[src/rtl/tt_um_serdes.sv]
// Tiny Tapeout byte serdes: deserializes ui_in[0] into uo_out and retransmits each byte on uio_out[0].
// Optional macro SERDES_MSB_FIRST_EN switches both directions from LSB-first to MSB-first.
module tt_um_serdes (
    input  logic       clk,
    input  logic       rst_n,
    input  logic       ena,
    input  logic [7:0] ui_in,
    input  logic [7:0] uio_in,
    output logic [7:0] uio_out,
    output logic [7:0] uio_oe,
    output logic [7:0] uo_out
);

    logic [7:0] rx_shift;
    logic [2:0] rx_bitcnt;
    logic [7:0] rx_data;
    logic [7:0] tx_shift;
    logic [2:0] tx_bitcnt;
    logic       tx_active;
    logic       rx_strobe;
    logic [4:0] rx_byte_count;

    logic [7:0] rx_next;
    logic [7:0] tx_next;
    logic       tx_serial;
    logic       rx_done;

    always_comb begin
`ifdef SERDES_MSB_FIRST_EN
        rx_next   = {rx_shift[6:0], ui_in[0]};
        tx_next   = {tx_shift[6:0], 1'b0};
        tx_serial = tx_active & tx_shift[7];
`else
        rx_next   = {ui_in[0], rx_shift[7:1]};
        tx_next   = {1'b0, tx_shift[7:1]};
        tx_serial = tx_active & tx_shift[0];
`endif
        rx_done   = (rx_bitcnt == 3'd7);
    end

    // NOTE: all state updates use non-blocking assignments so every register sees pre-edge values.
    always_ff @(posedge clk or negedge rst_n) begin
        if (!rst_n) begin
            rx_shift      <= '0;
            rx_bitcnt     <= '0;
            rx_data       <= '0;
            tx_shift      <= '0;
            tx_bitcnt     <= '0;
            tx_active     <= 1'b0;
            rx_strobe     <= 1'b0;
            rx_byte_count <= '0;
        end else if (!ena) begin
            rx_strobe <= 1'b0;
        end else begin
            rx_shift  <= rx_next;
            rx_bitcnt <= rx_bitcnt + 3'd1;
            rx_strobe <= rx_done;
            if (rx_done) begin
                rx_data       <= rx_next;
                rx_byte_count <= rx_byte_count + 5'd1;
            end
            // A fresh byte preempts the final shift, keeping the stream gapless.
            if (rx_done) begin
                tx_shift  <= rx_next;
                tx_bitcnt <= '0;
                tx_active <= 1'b1;
            end else if (tx_active) begin
                tx_shift  <= tx_next;
                tx_bitcnt <= tx_bitcnt + 3'd1;
                if (tx_bitcnt == 3'd7)
                    tx_active <= 1'b0;
            end
        end
    end

    assign uo_out  = rx_data;
    assign uio_out = {rx_byte_count, rx_strobe, tx_active, tx_serial};
    assign uio_oe  = 8'hFF;

    logic unused_inputs;
    assign unused_inputs = &{1'b0, ui_in[7:1], uio_in};

endmodule

[config.mk]
export PLATFORM = sky130hd
export DESIGN_NAME = tt_um_serdes
export DESIGN_NICKNAME = d
export VERILOG_FILES = /design/src/rtl/tt_um_serdes.sv
export SDC_FILE = /design/constraint.sdc
export NUM_CORES = 1
export LEC_CHECK = 0
export CORE_MARGIN = 5
export CORE_UTILIZATION = 47
export DETAILED_ROUTE_END_ITERATION = 7
export MAX_ROUTING_LAYER = met4
export PLACE_DENSITY = 0.78
export SLEW_MARGIN = 30
export SYNTH_ARGS = -nofsm -noshare
export SYNTH_HDL_FRONTEND = slang
export SYNTH_SLANG_ARGS = --single-unit
[constraint.sdc]
create_clock -name clk -period 2 [get_ports clk]
set_clock_uncertainty 0.15 [all_clocks]
set_input_delay 0.2 -clock clk [delete_from_list [all_inputs] [get_ports clk]]
set_output_delay 0.2 -clock clk [all_outputs]
set_load 0.02 [all_outputs]
==> flow_summary.ini, run 1 <==
[clocking]
root_buffer = clkbuf_4
clock-sinks = 36
cts_setup_buffers = 0
tritoncts.num_buffers = 5
cts_hold_buf = 0
cts_buffer_depth = 2
insertion_delay_ps = 320
htreeDepth = 2
clk_pin_slew_worst_paths_ps = 100
tritoncts = yes
post_cts_resize_count = 0

[timing]
worst_hold_slack_ps = 144
fin_crit_sh_pct = 94.0
hold_violations = 0
rsz0062_at_grt = no
slew_viol_final = 0
fin_tns_setup_ps = 0
period_needed_ps = 1880
max_freq_mhz = 532
setup_viol_count_final = 0
worst_slack_ps = 120

[cells_and_area]
fillers = 318
layout-drive-gt1-share_pct = 15.2
areaGrowthSynthToFinish_pct = 16.2
design_area_mm2 = 0.00185
antennaDiodeCount = 0
layout.nets = 189

[drt]
drc_errors = 0
drtAntennaViolNets = 0
drtPass1Iterations = 4
viasPerCell = 4.77
vias = 1002
routedWlPerCell_um = 12.4
drtIter0Drc = 63
wirelength_um = 2590

[run_status]
status = completed

[place]
preCtsSetupSlack_ps = 281
port_buffers = 19
place_area_mm2 = 0.00179
hpwl_um = 1870
gp_congestion = 0.730

[setup_path]
critical_path.reg2reg.startpoint = rx_bitcnt[0]
path_class = reg2out
cp_max_fo = 8
cp.arrival_ps = 1530
r2r_cells = 6
cp-end-kind = primary output
worstPathRequired_ps = 1650
start_kind = flop
startpoint = tx_active

[synthesis]
async_flop_share_pct = 100
synth-edff-count = 0
synthCells = 142
synth_cell_types = 23
synthFlopType = dfrtp_1
synth-seq-cells = 36
postSynthAreaPerCell_um2 = 11.2
yosysWarningCount = 0
syn-cell-area_mm2 = 0.00160
yosysSeqAreaShare_pct = 56.5

[power_and_ir_drop]
ir_worst_vdd_mv = 0.621
leakage_nw = 0.869
powerDensity_mw_per_mm2 = 1410

[global_routing]
grt_start_max_net_pins = 37
grt_pass1_wl_um = 4280
grt_use_total_pct = 13.1
grt_overflow = 0
antenna_found_initial = 0
grt_pass1_vias = 991

[floorplanning]
core.rowCount = 21
start_util_pct = 48.2
die_x_um = 68.3
die-area_mm2 = 0.00466
io_pins = 43
fp.coreArea_mm2 = 0.00331
die_y_um = 68.3

[worst_hold_path]
hold_path.class = in2async

[job]
cap_violations = 0
## final timing paths
path | to | slack [ps]
min in group clk | uo_out[7] | 320
max | uio_out[0] | 120
min reg2reg | rx_byte_count[4] | 320
max in group asynchronous | tx_active | 1230
max reg2reg | rx_byte_count[4] | 370
min | tx_shift[1] | 140
## per-layer routing
| metal | GRT usage [%] | part of all wire (%) |
|---|---|---|
| met2 | 22.5 | 51 |
| met5 | - | 0 |
| met3 | 3.94 | 4.5 |
| met1 | 14.0 | 43 |
| met4 | 5.21 | 0.96 |
## critical path: stages (launching register included)
cell and delay, ps:
dfrtp_2 460, and2_1 150, clkdlybuf4s50_1 600
## cells in the final DEF (no fill, tap or decap), drive strengths merged
cell type and n:
a22o 2, a32o 1, and2 1, buf 6, clkbuf 7, clkdlybuf4s50 19
conb 8, dfrtp 36, ha 6, inv 2, mux2 9, mux2i 7
nand2 37, nand3 2, nand4 2, nor2 2, o21ai 12, xnor2 4
xor2 1
## layout make-up
class	count	area [um2]	share of cell area [%]
Sequential cell	36	902	48.7
Multi-Input combinational cell	94	587	31.6
Timing Repair Buffer	25	235	12.7
Clock buffer	7	65.1	3.51
Tap cell	46	57.6	3.10
Inverter	2	7.51	0.405
## flip-flops by register name, summed over array words and instances, names as in the netlist
name,cells
tx_shift,8
rx_shift,7
rx_strobe,1
rx_bitcnt,3
uo_out,8
tx_bitcnt,3
tx_active,1
rx_byte_count,5
## through the flow
step           std cells  power (mW)  utilization, %
5_1_grt              210        2.80            56.0
2_1_floorplan        149        1.85               -
6_report             210        2.61            56.0
3_3_place_gp         203        2.16            54.0
4_1_cts              210        2.65            56.0
3_5_place_dp         203        2.23            54.0
## cells in the mapped netlist, drive strengths merged, types with 2 or more instances
cell type  number  share of area (%)
mux2            9                6.4
a22o            2                1.1
ha              6                4.7
inv             2               0.47
dfrtp          36                 56
buf            16                7.6
xnor2           4                2.2
nand4           2               0.78
mux2i           7                4.4
nand2          37                8.7
o21ai          12                4.0
nor2            2               0.47
nand3           2               0.63
## power by group
part	internal, mW	switching (mW)
Sequential	1.01	0.198
Combinational	0.490	0.505
Clock	0.199	0.212
Total	1.69	0.915
## logic make-up (layout without fill, tap and decap cells)
| kind of cell | Yosys count | after routing | synth area share, % |
|---|---|---|---|
| AOI/OAI and AO/OA | 15 | 15 | 5.73 |
| xor gates and xnor gates | 5 | 5 | 2.74 |
| adders and majority gates | 6 | 6 | 4.71 |
| buffers and inverters | 19 | 34 | 8.39 |
| DFF | 36 | 36 | 56.5 |
| muxes | 16 | 16 | 10.7 |
| other | 1 | 8 | 0.235 |
| and+or+nand+nor | 44 | 44 | 11.0 |
(Power assumes the default switching activity.)
==> inputs of run 2 (changes only) <==
--- a/config.mk
+++ b/config.mk
@@ -10,6 +10,7 @@
 export DETAILED_ROUTE_END_ITERATION = 7
 export MAX_ROUTING_LAYER = met4
 export PLACE_DENSITY = 0.78
+export SETUP_SLACK_MARGIN = 0.2
 export SLEW_MARGIN = 30
 export SYNTH_ARGS = -nofsm -noshare
 export SYNTH_HDL_FRONTEND = slang
==> flow_summary.ini, run 2 (synthesis gave the netlist of run 1 again) <==
[setup_path]
cp-end-kind = primary output
cp_max_fo = 4
worstPathRequired_ps = 1650
worstPathCellList = clkdlybuf4s50_1
crit_family = buffers and inverters
slowest_delay_ps = 630
r2r_slack_ps = 370
worst_path_max_delay_cell = clkdlybuf4s50_1
critical_path.reg2reg.startpoint = rx_bitcnt[0]
cp.arrival_ps = 1380
startpoint = rx_byte_count[0]
cp_num_buf_inv = 1
r2r-end = rx_byte_count[4]
start_kind = flop
cp_num_cells = 1
path_class = reg2out
r2r_cells = 6

[timing]
fin_crit_sh_pct = 86.6
period_needed_ps = 1730
fin_tns_setup_ps = 0
rsz0062_at_grt = no
setup_viol_count_final = 0
max_freq_mhz = 578
hold_violations = 0
slew_viol_final = 0

[place]
hpwl_um = 1870
placed_cells = 203
port_buffers = 19
gp_congestion = 0.730

[global_routing]
grt_start_max_net_pins = 37
antenna_found_initial = 0
grt_pass1_wl_um = 4280
grt_pass1_vias = 991
grt_use_total_pct = 13.1
grt_overflow = 0

[cells_and_area]
antennaDiodeCount = 0
layout.nets = 189
final_common_cell = nand2_1
final_cell_mix = nand2_1, dfrtp_1, clkdlybuf4s50_1, mux2_2
areaGrowthSynthToFinish_pct = 16.3
layout-drive-gt1-share_pct = 15.2
instances_no_fill = 210

[clocking]
clk_pin_slew_worst_paths_ps = 100
cts_setup_buffers = 0
cts_hold_buf = 0
cts_buffer_depth = 2
htreeDepth = 2
root_buffer = clkbuf_4
insertion_delay_ps = 320
tritoncts = yes
tritoncts.num_buffers = 5
clock-sinks = 36

[drt]
drtIter0Drc = 63
routedWlPerCell_um = 12.3
drc_errors = 0
drtPass1Iterations = 4
wirelength_um = 2590
vias = 1002
viasPerCell = 4.77
drtAntennaViolNets = 0

[floorplanning]
die-area_mm2 = 0.00466
core.rowCount = 21
die_y_um = 68.3
io_pins = 43
fp.coreArea_mm2 = 0.00331
start_util_pct = 48.2
die_x_um = 68.3

[run_status]
status = completed

[job]
cap_violations = 0

[worst_hold_path]
hold_path.class = in2async

[power_and_ir_drop]
powerDensity_mw_per_mm2 = 1400
leakage_nw = 0.875
ir_worst_vdd_mv = 0.621
run 2: worst max path at each step:
| stage | end | slack [ps] |
|---|---|---|
| CTS | uio_out[1] | 210 |
| detailed placement | rx_byte_count[4] | 280 |
| global route | uio_out[3] | 230 |
| finish | uio_out[3] | 270 |
| global placement | rx_byte_count[4] | 320 |
| floorplan | tx_shift[4] | 460 |
run 2: final cells by class:
class / instances / area (um2)
Fill cell: 317 / 1460
Sequential cell: 36 / 902
Multi-Input combinational cell: 94 / 587
Timing Repair Buffer: 25 / 236
Clock buffer: 7 / 65.1
Tap cell: 46 / 57.6
Inverter: 2 / 7.51
run 2: through the flow:
stage / power, mW / hold WS, ps / setup slack, ps / util, % / instance area [um2]
global route: 2.79 / 170 / 225 / 56.0 / 1860
global placement: 2.16 / 307 / 321 / 54.0 / 1790
finish: 2.60 / 143 / 269 / 56.0 / 1860
detailed placement: 2.23 / 311 / 281 / 54.0 / 1790
floorplan: 1.85 / -246 / 458 / - / 1620
CTS: 2.64 / 142 / 211 / 56.0 / 1850
run 2: routing by layer:
layer	vias to the layer above	global-route usage, %	part of all wire (%)
li1	491	-	-
met3	4	3.94	4.5
met5	-	-	0
met1	485	14.0	43
met2	22	22.5	51
met4	0	5.21	0.96
run 2: where the power goes:
| group | switching, mW | total, mW | internal (mW) | leakage [nW] |
|---|---|---|---|---|
| combinational | 0.504 | 0.986 | 0.482 | 0.386 |
| clock | 0.212 | 0.412 | 0.199 | 0.0374 |
| sequential | 0.198 | 1.20 | 1.01 | 0.452 |
run 2: timing repair:
action | in CTS | in global routing
resized for setup | 2 | 1
cloned | 0 | 0
endpoints found under the setup margin | 2 | 1
==> variant (settings of run 2) <==
Add an input register stage for `ena` and `uio_in`; this delays them by one clock. The other inputs are not delayed to match.
--- a/src/rtl/tt_um_serdes.sv
+++ b/src/rtl/tt_um_serdes.sv
@@ -10,6 +10,14 @@
     output logic [7:0] uio_oe,
     output logic [7:0] uo_out
 );
+
+    logic ena_q;
+    logic [7:0] uio_q;
+
+    always_ff @(posedge clk) begin
+        ena_q <= ena;
+        uio_q <= uio_in;
+    end
 
     logic [7:0] rx_shift;
     logic [2:0] rx_bitcnt;
@@ -49,7 +57,7 @@
             tx_active     <= 1'b0;
             rx_strobe     <= 1'b0;
             rx_byte_count <= '0;
-        end else if (!ena) begin
+        end else if (!ena_q) begin
             rx_strobe <= 1'b0;
         end else begin
             rx_shift  <= rx_next;
@@ -78,7 +86,7 @@
     assign uio_oe  = 8'hFF;
 
     logic unused_inputs;
-    assign unused_inputs = &{1'b0, ui_in[7:1], uio_in};
+    assign unused_inputs = &{1'b0, ui_in[7:1], uio_q};
 
 endmodule
 
Behaviour: not the same (Yosys sat finds a counterexample within 10 cycles, from zero or initial values and one cycle with rst_n low).
==> variant against run 2 <==
Total power rose by 1.3%; setup slack improved by 19 ps; utilization rose by 0.16 points; non-clock buffer count fell by 2; wire length rose by 2.5%; design area rose by 1.1%; sequential cell count rose by 1; synthesized area rose by 1.3%.
==> variant: results (changes against run 2) <==
Pwr
The clock share of power came to 0.186 (was 0.158). The leakage power summed over all cells was 0.902 nW (was 0.875 nW). The sequential-cell power consumption is 1.20 mW (about the same).

The switching share of power came to 0.344 (was 0.351). The maximum vdd ir drop is 740 uV (was 621 uV). The overall power consumption is 2.64 mW (was 2.60 mW).

Placed design
The final HPWL from detailed placement is 1890 um (was 1870 um). The area after detailed placement is 1790 sq um (about the same). The number of placed instances, taps included is 202 (was 203). The number of port buffers is 19 (unchanged). The final weighted congestion in routability-driven placement is 0.700 (was 0.730).

Clock network
The number of buffers inserted by hold repair at cts is 0 (unchanged). The maximum number of buffers from clock root to sink is 2 (unchanged). The maximum level of the CTS H-tree is 2 (unchanged).

The setup fix buffers added after clock tree synthesis is 0 (unchanged). The cell chosen for the clock root is sky130_fd_sc_hd__clkbuf_4 (unchanged). The clock insertion delay at the later pin of the skew report came to 340 ps (was 320 ps).

Worst setup path
The delay of the slowest cell on the worst path is 620 ps. The critical path startpoint is rx_byte_count[3]$_DFFE_PN0P_ (was rx_byte_count[0]$_DFFE_PN0P_). The slowest stage cell on the critical path is sky130_fd_sc_hd__clkdlybuf4s50_1 (unchanged). The maximum net fanout on the critical path is 3 (was 4).

The arrival time of the worst setup path was 1360 ps (was 1380 ps).

Synthesis
The parity-gate share of the synthesized area counting xor and xnor cells came to 0.0271 (was 0.0275). The post-synthesis share of cell area spent on full adders, half adders and majority gates came to 0.0465 (was 0.0471). The share of synthesized registers carrying an async set or reset is 0.973 (was 1.00).

The multiplexer fraction of the synthesized cell area is 0.106 (was 0.107). The number of distinct library cells after synthesis is 24 (was 23). The post-synthesis compound-gate area fraction is 0.0565 (was 0.0573).

Leading cell types by total area after synthesis: sky130_fd_sc_hd__dfrtp_1 56%, sky130_fd_sc_hd__nand2_1 8.6%, sky130_fd_sc_hd__buf_4 6.5% (was sky130_fd_sc_hd__dfrtp_1 56%, sky130_fd_sc_hd__nand2_1 8.7%, sky130_fd_sc_hd__buf_4 6.6%). The share of the yosys chip area belonging to registers is 0.570 (was 0.565). The number of standard cells after synthesis is 143 (was 142).

Route
The sum of routed wire length over all layers is 2660 um (was 2590 um). The first-iteration detailed-routing DRC count was 65 (was 63). The detailed-router iteration count before antenna repair came to 4 (unchanged). The total number of vias is 1008 (was 1002).

Layout
The final non-filler cell total is 209 (was 210). The proportion of layout cells with a drive suffix above 1 is 0.141 (was 0.152). The layout net count is 188 (was 189).

Timing
The summed negative setup slack over all endpoints was 0 ps (unchanged).

Global route
The first-pass GRT wire length came to 4540 um (was 4280 um). The total track usage came to 0.139 (was 0.131).

Run status
Status: complete, no violations (unchanged).
variant: changes by cell type in the layout (fill, tap and decap cells not counted), sizes merged:
| cell | change |
|---|---|
| dlymetal6s2s | +2 |
| bufinv | +1 |
| buf | -2 |
| clkdlybuf4s50 | -2 |
| clkbuf | -2 |
| clkinv | +1 |
| dfxtp | +1 |
variant: cells by family (layout without fill, tap and decap cells):
logic type / Yosys count / in the layout
compound gates: 15 / 15
fa+ha+maj: 6 / 6
xor+xnor: 5 / 5
other cells: 1 / 8
simple gates: 44 / 44
buf+inv: 19 / 32
mux: 16 / 16
flops: 37 / 37
variant: metal layers:
layer / vias to the layer above / part of all wire / track usage
li1: 490 / - / -
met1: 488 / 0.44 / 0.151
met2: 25 / 0.48 / 0.234
met3: 5 / 0.059 / 0.0535
met4: 0 / 0.014 / 0.0447
met5: - / 0 / -
variant: through the flow:
step / hold WS, ps / setup WS (ps)
6_report: 122 / 288
3_5_place_dp: 311 / 294
2_1_floorplan: -246 / 458
4_1_cts: 123 / 207
5_1_grt: 139 / 218
3_3_place_gp: 307 / 346
variant: worst paths after layout:
| kind | end | slack (ps) | cells after the start |
|---|---|---|---|
| max | uio_out[6] | 290 | 1 |
| min | tx_shift[6]$_DFFE_PN0P_ | 120 | 2 |
| max reg2reg | rx_byte_count[3]$_DFFE_PN0P_ | 340 | 6 |
| min reg2reg | rx_byte_count[4]$_DFFE_PN0P_ | 330 | 1 |
| max in group asynchronous | tx_active$_DFFE_PN0P_ | 1240 | 2 |
| min in group clk | ena_q$_DFF_P_ | 150 | 1 |
variant: layout make-up:
class	count	area, sq um
Clock buffer	5	37.5
Clock inverter	2	35.0
Inverter	2	10.0
Multi-Input combinational cell	94	587
Fill cell	321	1460
Tap cell	46	57.6
Sequential cell	37	922
Timing Repair Buffer	23	226
